`config.mk`:
```
export PLATFORM = sky130hd
export DESIGN_NAME = shift_register
export DESIGN_NICKNAME = d
export VERILOG_FILES = /design/src/rtl/cpu_pkg.sv /design/src/rtl/shl_const.sv /design/src/rtl/shift_register.sv
export SDC_FILE = /design/constraint.sdc
export NUM_CORES = 1
export LEC_CHECK = 0
export BUFFER_PORTS_ARGS = -buffer_cell sky130_fd_sc_hd__clkbuf_2
export CORE_ASPECT_RATIO = 1.4
export CORE_UTILIZATION = 37
export CTS_CLUSTER_DIAMETER = 150
export DETAILED_ROUTE_END_ITERATION = 8
export PLACE_DENSITY_LB_ADDON = 0.08
export SLEW_MARGIN = 40
export SYNTH_ARGS = -nofsm -noshare
export SYNTH_HDL_FRONTEND = slang
export SYNTH_SLANG_ARGS = --single-unit
```
`constraint.sdc`:
```
create_clock -name CLK -period 0.8 [get_ports CLK]
set_clock_uncertainty 0.1 [all_clocks]
set_input_delay 0.08 -clock CLK [delete_from_list [all_inputs] [get_ports CLK]]
set_output_delay 0.08 -clock CLK [all_outputs]
set_load 0.05 [all_outputs]
```
`src/rtl/cpu_pkg.sv`:
```
// cpu_pkg: datapath-wide constants shared by the MIPS datapath blocks.
`default_nettype none

package cpu_pkg;

    localparam int DATA_W       = 32;
    localparam int BRANCH_SHIFT = 2;

endpackage

`default_nettype wire

```
`src/rtl/shl_const.sv`:
```
// ----------------------------------------------------------------------------
// shl_const: combinational constant left shifter; with SHIFT_REGISTER_OVF_EN
// defined it also reports whether any set bit was shifted out. Rev 1.0
// ----------------------------------------------------------------------------
`default_nettype none

module shl_const
    import cpu_pkg::*;
#(
    parameter int WIDTH = DATA_W,
    parameter int SHIFT = BRANCH_SHIFT
) (
    input  logic [WIDTH-1:0] data_i,
`ifdef SHIFT_REGISTER_OVF_EN
    output logic             lost_o,
`endif
    output logic [WIDTH-1:0] data_o
);

    assign data_o = data_i << SHIFT;

`ifdef SHIFT_REGISTER_OVF_EN
    generate
        if (SHIFT == 0) begin : g_no_lost
            assign lost_o = 1'b0;
        end else begin : g_lost
            assign lost_o = |data_i[WIDTH-1:WIDTH-SHIFT];
        end
    endgenerate
`endif

endmodule

`default_nettype wire

```
`src/rtl/shift_register.sv`:
```
// ----------------------------------------------------------------------------
// shift_register: registered constant left shifter (dataOut = dataIn << SHIFT,
// one-cycle latency). Optional ovf flag under SHIFT_REGISTER_OVF_EN. Rev 1.0
// ----------------------------------------------------------------------------
`default_nettype none

module shift_register
    import cpu_pkg::*;
#(
    parameter int WIDTH = DATA_W,
    parameter int SHIFT = BRANCH_SHIFT
) (
    input  logic             CLK,
    input  logic             nRST,
    input  logic [WIDTH-1:0] dataIn,
`ifdef SHIFT_REGISTER_OVF_EN
    output logic             ovf,
`endif
    output logic [WIDTH-1:0] dataOut
);

    logic [WIDTH-1:0] dataOut_d;
    logic [WIDTH-1:0] dataOut_q;

`ifdef SHIFT_REGISTER_OVF_EN
    logic ovf_d;
    logic ovf_q;
`endif

    shl_const #(
        .WIDTH (WIDTH),
        .SHIFT (SHIFT)
    ) u_shl (
        .data_i (dataIn),
`ifdef SHIFT_REGISTER_OVF_EN
        .lost_o (ovf_d),
`endif
        .data_o (dataOut_d)
    );

    // Reset branch ignores dataIn entirely, so unknowns cannot leak out
    always_ff @(posedge CLK) begin
        if (!nRST) begin
            dataOut_q <= '0;
        end else begin
            dataOut_q <= dataOut_d;
        end
    end

    assign dataOut = dataOut_q;

`ifdef SHIFT_REGISTER_OVF_EN
    always_ff @(posedge CLK) begin
        if (!nRST) begin
            ovf_q <= 1'b0;
        end else begin
            ovf_q <= ovf_d;
        end
    end

    assign ovf = ovf_q;
`endif

endmodule

`default_nettype wire

```
==> impl_results.md <==
* DR pass1 iterations at 4
* Die ar. at between 2000 and 2500 µm²
* CTS buffer count at 5
* Mean number of vias per cell at between 4 and 5
* Power Density at approximately 1800 nW/µm²
* Core box area at 2044 µm²
* Max-slew violations at 0
* Port Buf Inserts at slightly above 60
* CP Capture Type: primary output
* Pleak at around 0.87 nW
* Crit path largest cell delay at about 0.34 ns
* Final critical-path required period at approximately 1.0 ns
* Register area share after synthesis at 72.29%
* Final Hold Viols at 0
* Worst Setup EP: dataOut[6]
* Clock-pin slew on the worst setup and hold paths at 0.08 ns
* Syn_area_per_cell at roughly 13 µm²
* Top cells by area, synth: dfxtp_1 72%, and2_1 17%, and2_2 6.3%, clkbuf_2 1.8%, buf_4 1.8%
* Worst EP arrival at 0.82 ns
* Initial antenna violation count at 0
* CTS tree: built
* Worst Path Buf+Inv at 1
* Routability Congestion at just under 0.6
* GRT Total Usage at between 20% and 30%
* Pin count of the biggest net entering global routing at 31
* Fin util at 91.25%
* Fin area at 1866 µm²
* Chip height at approximately 58 µm
* Post-DR wirelength/cell at 13.93 µm
* Stages on worst setup path at 1
* Final nets at between 150 and 200
* Crit share post-route at 125.4%
* Critical Path Start: dataOut[6]
* Layout cell share with drive strength beyond 1 at about two thirds
* Final non-filler cell total at 180
* Delay-heaviest family, CP: flip-flops
* Failing checks: negative setup slack
* Status: finished with violations
* Post-DP HPWL at around 1000 µm
* CTS Sinks at 30
* Starting Density at about 40%
* ANT nets after route at 0
* H-tree depth at 2
* DRC errors left at 0
* Ys Warns at 0
* Routed vias at roughly 770
* Crit start category: register
* Max Clk Rate at about 1 GHz
* Worst-path maximum fanout at 1
* Peak supply drop at between 1500 and 2000 µV
* Final Setup Violations at 30
* First-pass GRT wire length at around 3500 µm
* Ports at between 60 and 70
* Dpl cells at between 100 and 150
* Vias in the first global route at 830
* Root Driver: clkbuf_4
* DRT iter0 DRCs at 4
* Cell Area, Synth at approximately 830 µm²
* Largest area contributor in the netlist: dfxtp_1
* Final wirelength at 2508 µm
* Placement Cell Area at between 1000 and 1500 µm²
* Synth cell types at 6
* # diodes at 0
* Gate count after technology mapping at 66
* Die width at 42.05 µm
* Area Overhead vs Synth at 124.5%
* CP Cell Sequence: clkbuf_16
* Setup WS post-layout at -0.2034 ns
* Worst path required time at 0.62 ns
* Max Cap Viol at 0
* RSZ-0062 raised after global routing: yes
* # Post-CTS Setup Buffers at 0
* Post-synth top area share at 72.29%
* Row count at 19
* Hold Path Class: in -> reg
* Max reg flops at 30
* Gr ovfl total at 0
* Synthesis-stage register bit count at 30
* Crit path kind: reg -> out
* Clock buffer depth at 2
* CP max-delay cell: dfxtp_2
-- kinds of logic after synthesis --
family	after synthesis	share of synthesized area, %
other cells	1	0.4514
flops	30	72.29
simple gates	30	23.64
buf+inv	5	3.613
-- stage by stage --
stage          hold slack [ns]  power (mW)  setup WS, ns  setup TNS, ns
2_1_floorplan           0.1017       2.007       0.03267              0
3_3_place_gp            0.1817       2.139      -0.03401        -0.2519
3_5_place_dp            0.1884       2.146      -0.04412        -0.5028
4_1_cts                 0.1829       3.275       -0.2159         -6.204
5_1_grt                 0.2144       3.472       -0.2485         -6.874
6_report                0.1894       3.321       -0.2034         -5.597
-- cell type report --
class	count	area (µm²)
Fill cell	80	178.9
Multi-Input combinational cell	32	203.9
Clock buffer	6	51.30
Sequential cell	30	638.1
Tap cell	21	26.28
Timing Repair Buffer	91	945.9
-- cells in the mapped netlist --
cell type / instances
and2_1: 23
conb_1: 1
clkbuf_2: 3
buf_4: 2
dfxtp_1: 30
and2_2: 7
-- where the power goes --
group	switching (mW)	total, mW	leakage (nW)	internal (mW)
Clock	0.453	0.848	0.0302	0.395
Sequential	0.0529	1.64	0.258	1.59
Combinational	0.416	0.831	0.581	0.415
-- layer usage --
metal	vias up	part of all wire (%)	routed length [µm]	GRT usage [%]
li1	378	-	-	-
met1	341	32	791	17.00
met2	41	57	1441	40.40
met3	6	9.3	232	10.90
met4	0	1.7	42	8.036
met5	-	0	0	0
-- how the worst min path moves through the flow --
| stage | from | endpoint | slack [ns] | cells after the start |
|---|---|---|---|---|
| finish | nRST | dataOut[19] | 0.19 | 2 |
| detailed placement | dataIn[25] | dataOut[27] | 0.19 | 2 |
| CTS | nRST | dataOut[6] | 0.18 | 2 |
| global route | nRST | dataOut[27] | 0.21 | 2 |
| global placement | dataIn[26] | dataOut[28] | 0.18 | 2 |
| floorplan | dataIn[26] | dataOut[28] | 0.10 | 1 |
-- repair_timing --
item	in CTS	in global routing
endpoints found under the hold margin	30	0
gates resized for setup	91	29
hold buffers	30	0
endpoints found under the setup margin	30	30
-- layout by cell type, fill, tap and decap left out --
cell and count:
clkbuf_2 31, dfxtp_2 30, dlygate4sd3_1 30, buf_8 26, and2_1 23, and2_2 7
clkbuf_4 5, clkbuf_16 4, conb_1 2, clkbuf_8 1
Power figures use the tool's default switching activity.
